### config.mk
export PLATFORM = sky130hd
export DESIGN_NAME = opsum_wb_agen
export DESIGN_NICKNAME = d
export VERILOG_FILES = /design/src/rtl/opsum_agen_pkg.sv /design/src/rtl/opsum_cfg_calc.sv /design/src/rtl/opsum_wb_agen.sv
export SDC_FILE = /design/constraint.sdc
export NUM_CORES = 2
export LEC_CHECK = 0
export ABC_AREA = 0
export ABC_CLOCK_PERIOD_IN_PS = 12200
export CAP_MARGIN = 20
export CORE_MARGIN = 2
export CORE_UTILIZATION = 25
export DETAILED_ROUTE_END_ITERATION = 8
export PLACE_DENSITY = 0.42
export SLEW_MARGIN = 20
export SYNTH_ARGS = -nofsm -noshare
export SYNTH_HDL_FRONTEND = slang
export SYNTH_SLANG_ARGS = --single-unit
### constraint.sdc
create_clock -name clk -period 12.2 [get_ports clk]
set_input_delay 3.66 -clock clk [delete_from_list [all_inputs] [get_ports clk]]
set_output_delay 3.66 -clock clk [all_outputs]
set_load 0.1 [all_outputs]
### src/rtl/opsum_agen_pkg.sv
// opsum_agen_pkg: shared types and reference base-address helper for the opsum writeback address generator
//   state_t        sequencer states
//   mapping_cfg_t  latched mapping/geometry configuration, fields zero-extended to CFG_MAX bits
//   opsum_base()   reference base byte address in CALC_W bits; callers truncate to their address width
package opsum_agen_pkg;

    localparam int CFG_MAX = 16;
    localparam int CALC_W  = 32;

    typedef enum logic [2:0] {IDLE, CALC1, CALC2, RUN, FIN} state_t;

    typedef struct packed {
        logic [CFG_MAX-1:0] p;
        logic [CFG_MAX-1:0] t;
        logic [CFG_MAX-1:0] q;
        logic [CFG_MAX-1:0] r;
        logic [CFG_MAX-1:0] e;
        logic [CFG_MAX-1:0] stride;
        logic [CFG_MAX-1:0] filt_row;
        logic [CFG_MAX-1:0] filt_col;
        logic [CFG_MAX-1:0] ifmap_col;
        logic [CFG_MAX-1:0] ofmap_col;
        logic [CFG_MAX-1:0] num_pass;
    } mapping_cfg_t;

    function automatic logic [CALC_W-1:0] opsum_base(input mapping_cfg_t c, input int unsigned word_bytes);
        logic [CALC_W-1:0] qr, pt, span;
        qr   = CALC_W'(c.q) * CALC_W'(c.r);
        pt   = CALC_W'(c.p) * CALC_W'(c.t);
        span = CALC_W'(c.stride) * CALC_W'((c.e == '0) ? '0 : c.e - CFG_MAX'(1)) + CALC_W'(c.filt_col);
        return qr * span * CALC_W'(c.ifmap_col)
             + pt * qr * CALC_W'(c.filt_row) * CALC_W'(c.filt_col)
             + pt * CALC_W'(word_bytes);
    endfunction

endpackage

### src/rtl/opsum_cfg_calc.sv
// opsum_cfg_calc: two-stage registered arithmetic producing the opsum base address and element count
//   clk, rst      clock, async active-high reset
//   cfg_i         latched mapping configuration (held stable by the sequencer)
//   base_o        base byte address, valid two cycles after cfg_i settles
//   count_o       elements per pass, same latency as base_o
//   no_work_o     combinational: the count about to be registered is zero, or there are no passes
module opsum_cfg_calc
    import opsum_agen_pkg::*;
#(
    parameter int ADDR_W     = 16,
    parameter int CNT_W      = 20,
    parameter int WORD_BYTES = 4
) (
    input  logic               clk,
    input  logic               rst,
    input  mapping_cfg_t       cfg_i,
    output logic [ADDR_W-1:0]  base_o,
    output logic [CNT_W-1:0]   count_o,
    output logic               no_work_o
);

    logic [CALC_W-1:0]  qr_q, qr_d, pt_q, pt_d, span_q, span_d;
    logic [CFG_MAX-1:0] e_m1;
    logic [ADDR_W-1:0]  base_q, base_d;
    logic [CNT_W-1:0]   count_q, count_d;

    // Products wrap at CALC_W bits; only the low ADDR_W/CNT_W bits are ever kept.
    always_comb begin
        e_m1    = (cfg_i.e == '0) ? '0 : cfg_i.e - CFG_MAX'(1);
        qr_d    = CALC_W'(cfg_i.q) * CALC_W'(cfg_i.r);
        pt_d    = CALC_W'(cfg_i.p) * CALC_W'(cfg_i.t);
        span_d  = CALC_W'(cfg_i.stride) * CALC_W'(e_m1) + CALC_W'(cfg_i.filt_col);
        base_d  = ADDR_W'(qr_q * span_q * CALC_W'(cfg_i.ifmap_col)
                        + pt_q * qr_q * CALC_W'(cfg_i.filt_row) * CALC_W'(cfg_i.filt_col)
                        + pt_q * CALC_W'(WORD_BYTES));
        count_d = CNT_W'(pt_q * CALC_W'(cfg_i.e) * CALC_W'(cfg_i.ofmap_col));
    end

    always_ff @(posedge clk or posedge rst) begin
        if (rst) begin
            qr_q    <= '0;
            pt_q    <= '0;
            span_q  <= '0;
            base_q  <= '0;
            count_q <= '0;
        end else begin
            qr_q    <= qr_d;
            pt_q    <= pt_d;
            span_q  <= span_d;
            base_q  <= base_d;
            count_q <= count_d;
        end
    end

    assign base_o    = base_q;
    assign count_o   = count_q;
    assign no_work_o = (count_d == '0) || (cfg_i.num_pass == '0);

endmodule

### src/rtl/opsum_wb_agen.sv
// opsum_wb_agen: opsum writeback address generator streaming one GLB word address per output element
//   clk, rst                 clock, async active-high reset
//   start, abort             launch pulse (IDLE only), synchronous return to IDLE
//   cfg_*                    mapping/geometry parameters, pass count and pass byte stride, latched on start
//   addr, addr_valid,        address stream with valid/ready handshake; addr_last marks the
//   addr_ready, addr_last    final element of each pass
//   pass_idx                 current pass index
//   busy, done               non-IDLE indicator, one-cycle completion pulse
module opsum_wb_agen
    import opsum_agen_pkg::*;
#(
    parameter int ADDR_W     = 16,
    parameter int CFG_W      = 8,
    parameter int CNT_W      = 20,
    parameter int WORD_BYTES = 4
) (
    input  logic              clk,
    input  logic              rst,
    input  logic              start,
    input  logic              abort,
    input  logic [CFG_W-1:0]  cfg_p,
    input  logic [CFG_W-1:0]  cfg_t,
    input  logic [CFG_W-1:0]  cfg_q,
    input  logic [CFG_W-1:0]  cfg_r,
    input  logic [CFG_W-1:0]  cfg_e,
    input  logic [CFG_W-1:0]  cfg_stride,
    input  logic [CFG_W-1:0]  cfg_filt_row,
    input  logic [CFG_W-1:0]  cfg_filt_col,
    input  logic [CFG_W-1:0]  cfg_ifmap_col,
    input  logic [CFG_W-1:0]  cfg_ofmap_col,
    input  logic [CFG_W-1:0]  cfg_num_pass,
    input  logic [ADDR_W-1:0] cfg_pass_stride,
    output logic [ADDR_W-1:0] addr,
    output logic              addr_valid,
    input  logic              addr_ready,
    output logic              addr_last,
    output logic [CNT_W-1:0]  pass_idx,
    output logic              busy,
    output logic              done
);

    state_t            state_q, state_d;
    mapping_cfg_t      mcfg_q, mcfg_d;
    logic [ADDR_W-1:0] pstride_q, pstride_d, pass_off_q, pass_off_d, elem_off_q, elem_off_d, base;
    logic [CNT_W-1:0]  i_q, i_d, k_q, k_d, count;
    logic              no_work, xfer, last_pass;

    opsum_cfg_calc #(.ADDR_W(ADDR_W), .CNT_W(CNT_W), .WORD_BYTES(WORD_BYTES)) u_calc (
        .clk       (clk),
        .rst       (rst),
        .cfg_i     (mcfg_q),
        .base_o    (base),
        .count_o   (count),
        .no_work_o (no_work)
    );

    assign addr_valid = state_q == RUN;
    assign addr_last  = addr_valid && (i_q == count - CNT_W'(1));
    assign xfer       = addr_valid && addr_ready;
    assign last_pass  = k_q == CNT_W'(mcfg_q.num_pass) - CNT_W'(1);
    // Two running offsets replace the k*pass_stride and i*WORD_BYTES products.
    assign addr       = base + pass_off_q + elem_off_q;
    assign pass_idx   = k_q;
    assign busy       = state_q != IDLE;
    assign done       = state_q == FIN;

    always_comb begin
        state_d    = state_q;
        mcfg_d     = mcfg_q;
        pstride_d  = pstride_q;
        i_d        = i_q;
        k_d        = k_q;
        pass_off_d = pass_off_q;
        elem_off_d = elem_off_q;
        case (state_q)
            IDLE: if (start) begin
                state_d   = CALC1;
                mcfg_d    = '{p: CFG_MAX'(cfg_p), t: CFG_MAX'(cfg_t), q: CFG_MAX'(cfg_q), r: CFG_MAX'(cfg_r),
                              e: CFG_MAX'(cfg_e), stride: CFG_MAX'(cfg_stride),
                              filt_row: CFG_MAX'(cfg_filt_row), filt_col: CFG_MAX'(cfg_filt_col),
                              ifmap_col: CFG_MAX'(cfg_ifmap_col), ofmap_col: CFG_MAX'(cfg_ofmap_col),
                              num_pass: CFG_MAX'(cfg_num_pass)};
                pstride_d = cfg_pass_stride;
            end
            CALC1: state_d = CALC2;
            CALC2: state_d = no_work ? FIN : RUN;
            RUN: if (xfer) begin
                if (addr_last) begin
                    i_d        = '0;
                    elem_off_d = '0;
                    if (last_pass) state_d = FIN;
                    else begin
                        k_d        = k_q + CNT_W'(1);
                        pass_off_d = pass_off_q + pstride_q;
                    end
                end else begin
                    i_d        = i_q + CNT_W'(1);
                    elem_off_d = elem_off_q + ADDR_W'(WORD_BYTES);
                end
            end
            FIN: begin
                state_d    = IDLE;
                k_d        = '0;
                pass_off_d = '0;
            end
            default: state_d = IDLE;
        endcase
        if (abort) begin
            state_d    = IDLE;
            i_d        = '0;
            k_d        = '0;
            pass_off_d = '0;
            elem_off_d = '0;
        end
    end

    always_ff @(posedge clk or posedge rst) begin
        if (rst) begin
            state_q    <= IDLE;
            mcfg_q     <= '0;
            pstride_q  <= '0;
            i_q        <= '0;
            k_q        <= '0;
            pass_off_q <= '0;
            elem_off_q <= '0;
        end else begin
            state_q    <= state_d;
            mcfg_q     <= mcfg_d;
            pstride_q  <= pstride_d;
            i_q        <= i_d;
            k_q        <= k_d;
            pass_off_q <= pass_off_d;
            elem_off_q <= elem_off_d;
        end
    end

endmodule

# Word level (Yosys, flattened, before mapping)
# Index checks and enable logic that the tools add are counted.
word_totals:
  rom_bits: 0
  mem_bits_rw: 0
  regBits: 295
  inputBits: 109
  wordCells: 96
  latchBits: 0
  output_inout_bits: 40
  mem_count: 0
classes:
  n_mux: 26
  bitwise: 0
  n_lt_le_gt_ge: 0
  n_addsub: 12
  div: 0
  eq_ne: 11
  mul: 10
  reduce_logical: 15
  shifts: 0
op_table:
  columns: ["cell", "n"]
  rows:
  - ["$mux W20", 8]
  - ["$mux W16", 9]
  - ["$add A16 B16 Y16", 5]
  - ["$mul A32 B8 Y16", 2]
  - ["$add A20 B1 Y20 const B", 2]
  - ["$eq A20 B20 Y1", 2]
  - ["$pmux W20 S2", 1]
  - ["$add A32 B8 Y32", 1]
  - ["$logic_not A16 Y1", 2]
  - ["$mul A16 B32 Y32", 1]
  - ["$mul A32 B32 Y32", 1]
  - ["$mul A32 B8 Y20", 1]
  - ["$mul A32 B8 Y32", 1]
  - ["$mul A8 B8 Y16", 2]
  - ["$pmux W16 S2", 1]
  - ["$mul A16 B8 Y24", 1]
  - ["$mul A8 B16 Y24", 1]
  - ["$logic_not A20 Y1", 1]
  - ["$sub A20 B1 Y20 const B", 1]
  - ["$mux W3", 6]
  - ["$sub A8 B1 Y9 const B", 2]
  - ["$add A16 B3 Y16 const B", 1]
  - ["$pmux W3 S4", 1]
  - ["$ne A3 B2 Y1 const B", 3]
  - ["11 further kinds", 18]

# Depth between registers and ports, before layout
logic_depth:
  depth_word: 7
  ltp_mapped: 51
  depth_no_buf: 49

# Cells and area by module
# A second synthesis with hierarchy kept.
hier_totals:
  hier_cells: 6452
  area_unflattened_um2: 58509.9
by_module_without_submodules:
  columns: ["module", "area_per_inst_um2", "cells_each", "instances"]
  rows:
  - ["opsum_cfg_calc", 48509.0, 5487, 1]
  - ["opsum_wb_agen", 10000.8, 965, 1]

# Worst setup path before layout
# No wires, ideal clock.
synth_path:
  kind: "register to register"
  from: "register u_calc.pt_q[4]"
  to: "register u_calc.base_q[15], in the netlist u_calc.base_o[15]"
  stages_incl_launch_ff: 42
  arrival_time_ns: 12.426
  path_buffers: 2
  path_slack_ns: -0.360
  t_required_ns: 12.066
  path_cell_list: "dfrtp_1 > clkbuf_1 > clkbuf_1 > nand2_1 > fa_1 > fa_1 > fa_1 > inv_1 > fa_1 > inv_1 > fa_1 > fa_1 > inv_1 > ha_1 > inv_1 > or4_1 > o311a_1 > o311ai_0 > [... 6 more ...] > ha_1 > xor2_1 > nand2_1 > fa_1 > fa_1 > fa_1 > fa_1 > fa_1 > fa_1 > xor2_1 > xnor2_1 > xnor2_1 > xnor2_1 > xnor2_1 > xnor2_1 > xnor2_1 > xnor3_1 > xnor3_1"
synth_between:
  elab_chain_cells: 5
synth_rtl:
  columns: ["element", "line", "rtl"]
  rows:
  - ["from (decl)", "opsum_cfg_calc.sv:22", "logic [CALC_W-1:0] qr_q, qr_d, pt_q, pt_d, span_q, span_d;"]
  - ["from (signal assigned)", "opsum_cfg_calc.sv:48", "pt_q <= pt_d;"]
  - ["$mul A16 B32 Y32", "opsum_cfg_calc.sv:34", "+ pt_q * qr_q * CALC_W'(cfg_i.filt_row) * CALC_W'(cfg_i.filt_col)"]
  - ["$mul A32 B8 Y32", "opsum_cfg_calc.sv:34", null]
  - ["$mul A32 B8 Y16", "opsum_cfg_calc.sv:34", null]
  - ["$add A16 B16 Y16", "opsum_cfg_calc.sv:34", null]
  - ["$add A16 B16 Y16 (*)", "opsum_cfg_calc.sv:35", "+ pt_q * CALC_W'(WORD_BYTES));"]
  - ["net u_calc.base_d[15]", "opsum_cfg_calc.sv:24", "logic [ADDR_W-1:0] base_q, base_d;"]
  - ["to (signal assigned)", "opsum_cfg_calc.sv:50", "base_q <= base_d;"]
  - ["to (decl)", "opsum_cfg_calc.sv:24", null]
# Mark *: on every way through the listed nets, which the timed path passes. The rest lies on a longest branch.
# A chain may end at the register's enable or synchronous reset.

# Worst setup path after layout
layout_path:
  from: "register u_calc.pt_q[2]"
  to: "register u_calc.base_q[15], in the netlist u_calc.base_o[15]"
# The elaborated chain is that of the path after synthesis.

==> summary.md <==
| Metric | Value |
|---|---|
| Status | `completed` |
| CTS Buffer Depth | `3` |
| Gr ovfl total | `0` |
| CP Data Arrival Time | `12.51 ns` |
| Reg2reg start | `u_calc.pt_q[2]` |
| Clock Sink Count | `261` |
| Primary FF master, synth | `dfrtp_1` |
| Slowest stage cell on the critical path | `fa_2` |
| IO buf count | `148` |
| Reg clk slew, reported paths | `0.06 ns` |
| CTS Buf Count | `41` |
| CP endpoint kind | `flop` |
| Critical Path Source | `u_calc.pt_q[2]` |
| Worst hold path class | `reg2reg` |
| Yosys reg bits | `261` |
| Cells after Synth | `4,594` |
| Routed WL per cell | `16.8 um` |
| Post-detailed-placement half-perimeter wirelength | `97,400 um` |
| Final setup vio count | `0` |
| Routed Antenna Nets | `0` |
| Final wirelength | `119,000 um` |
| Final non-filler cell total | `7,099` |
| Chip width | `417 um` |
| Final Hold Fails | `0` |
| TritonCTS clock tree | `yes` |
| Share of layout cells above drive strength 1 | `0.0936` |
| Largest net degree at the start of global routing | `103` |
| Synth top area cells | `fa_1 32%, dfrtp_1 15%, ha_1 11%, and2_1 8.0%, inv_1 7.1%` |
| DR iter-0 viols | `1,219` |
| Crit path launch type | `flop` |
| Synth-to-layout area growth | `16.4%` |
| Placed Cells | `6,998` |
| Worst slew pin tran | `1.09 ns` |
| Initial Util | `0.252` |
| Final slew viol count | `0` |
| Skew-Pair Late Insertion Delay | `0.63 ns` |
| R2R cell count | `52` |
| Sequential fraction of the synthesis area | `0.153` |
| Initial antenna violation count | `5` |
| Max Clk Rate | `83.4 MHz` |
| Die Height | `417 um` |
| Gpl congestion | `0.814` |
| Synth Cell Area | `42,600 um^2` |
| Final hold slack | `0.502 ns` |
| Reg-to-reg endpoint | `u_calc.base_o[15]` |
| Critical Path End | `u_calc.base_o[15]` |
| First-pass GRT wire length | `192,000 um` |
| Die Footprint | `174,000 um^2` |
| DR vias/cell | `4.30` |
| Max Cap Viol | `0` |
| CP Max Fanout | `4` |
| CTS Root Cell | `clkbuf_16` |
| R2R setup slack | `0.20 ns` |
| Cell variety after synth | `64` |
| Nets | `6,014` |
| Yosys warnings | `0` |
| DR pass1 iterations | `7` |
| Core Area | `169,000 um^2` |
| Slew HR | `0.268` |
| Min-Delay Path Depth | `1` |
| Via count | `30,600` |
| CP required | `12.71 ns` |
| EDFF count, synth | `0` |
| Fin crit period | `12.00 ns` |
| Fraction of registers with async set or reset after synthesis | `1.00` |
| Yosys top cell by area | `fa_1` |
| Hold Buf Count CTS | `0` |
| Layout Skew | `0.0297 ns` |
| Vias in the first global route | `33,300` |
| H-tree Lvls | `2` |
| DRC viols | `0` |
| Fill cells | `17,900` |
| GRT Total Usage | `0.141` |
| Slowest stage delay, CP | `0.55 ns` |
| Setup CP Type | `reg2reg` |
| Fin crit share | `0.983` |
| Avg Synthesized Cell Area | `9.28 um^2` |
| Row Count | `151` |
| # IOs | `149` |
| Area share of the largest cell type after synthesis | `0.320` |
| RSZ-0062 raised after global routing | `yes` |
layout by cell type (no fill, tap or decap), drive strengths merged, types with 25 or more instances in the layout:
| cell | n |
|---|---|
| o21bai | 25 |
| nor2 | 147 |
| fa | 682 |
| buf | 191 |
| a21oi | 103 |
| inv | 804 |
| nand3 | 29 |
| ha | 375 |
| dfrtp | 261 |
| and3 | 63 |
| nand2 | 525 |
| nand2b | 60 |
| a21o | 33 |
| xor2 | 71 |
| xnor2 | 214 |
| nor3 | 34 |
| mux2 | 101 |
| clkbuf | 55 |
| clkdlybuf4s50 | 148 |
| and2 | 545 |
| o21ai | 163 |
through the flow:
stage,worst slack [ns],setup TNS (ns),area (um^2),util
2_1_floorplan,0.0177,0,42800,-
3_3_place_gp,-0.323,-0.323,47700,0.282
3_5_place_dp,-0.407,-0.407,47700,0.282
4_1_cts,0.000340,0,49300,0.291
5_1_grt,-0.294,-0.455,49600,0.293
6_report,0.205,0,49600,0.293
cells in the mapped netlist, drive strengths merged (33+ instances only):
master	n
a21o	33
xor2	71
a21oi	103
nand2b	60
fa	682
nor2	147
o21ai	163
dfrtp	261
ha	375
nand2	525
clkbuf	132
nor3	34
xnor2	214
inv	802
and3	63
mux2	101
and2	545
state kept, by name (all words and copies together), names as in the netlist, 14 cells and up:
register / cells
elem_off_q: 14
i_q: 20
mcfg_q: 88
pass_idx: 20
pass_off_q: 16
pstride_q: 16
u_calc.base_o: 16
u_calc.count_o: 20
u_calc.pt_q: 16
u_calc.qr_q: 16
u_calc.span_q: 16
how the worst min path moves through the flow:
stage,start,end
3_3_place_gp,elem_off_q[15],elem_off_q[15]
5_1_grt,elem_off_q[15],elem_off_q[15]
6_report,elem_off_q[15],elem_off_q[15]
2_1_floorplan,elem_off_q[15],elem_off_q[15]
3_5_place_dp,elem_off_q[15],elem_off_q[15]
4_1_cts,elem_off_q[15],elem_off_q[15]
kinds of logic (layout without fill, tap and decap cells):
kind of cell | Yosys count | count (layout) | share of synthesized area
AOI/OAI and AO/OA | 436 | 436 | 0.0621
xor gates and xnor gates | 293 | 293 | 0.0628
adders and majority gates | 1057 | 1057 | 0.430
buffers and inverters | 948 | 1216 | 0.0837
DFF | 261 | 261 | 0.153
muxes | 112 | 112 | 0.0293
other | 2 | 21 | 0.000176
and+or+nand+nor | 1485 | 1485 | 0.179
per-layer routing:
metal	share of wire	vias to the layer above	GRT usage
li1	-	14700	-
met1	0.46	15400	0.185
met2	0.49	353	0.246
met3	0.029	103	0.0165
met4	0.021	2	0.0313
met5	0.000067	-	0
cell type report:
| cell class | instances | area (um^2) | area share |
|---|---|---|---|
| Timing Repair Buffer | 339 | 2950 | 0.0594 |
| Multi-Input combinational cell | 3403 | 33000 | 0.665 |
| Antenna cell | 1 | 2.50 | 0.0000504 |
| Sequential cell | 261 | 6540 | 0.132 |
| Inverter | 802 | 3020 | 0.0608 |
| Clock inverter | 20 | 214 | 0.00431 |
| Tap cell | 2218 | 2780 | 0.0559 |
| Clock buffer | 55 | 1150 | 0.0231 |
critical path, delay by kind of cell, from the launching register on:
family,cells,cell delay (ns)
buffers and inverters,18,1.37
AO/OA/AOI/OAI,7,1.01
XOR/XNOR,4,0.95
flip-flops,1,0.40
adder cells (fa/ha/maj),18,7.45
AND/OR/NAND/NOR,5,0.71
what timing repair did:
| action | CTS | global route |
|---|---|---|
| gates resized for setup | 27 | 61 |
| pin swaps | 29 | 87 |
| endpoints found under the setup margin | 2 | 2 |
| buffers inserted | 14 | 11 |
Power is left out: the tool's default activity adds up to more than one toggle a clock period on the data nets, which glitch-free logic cannot reach.
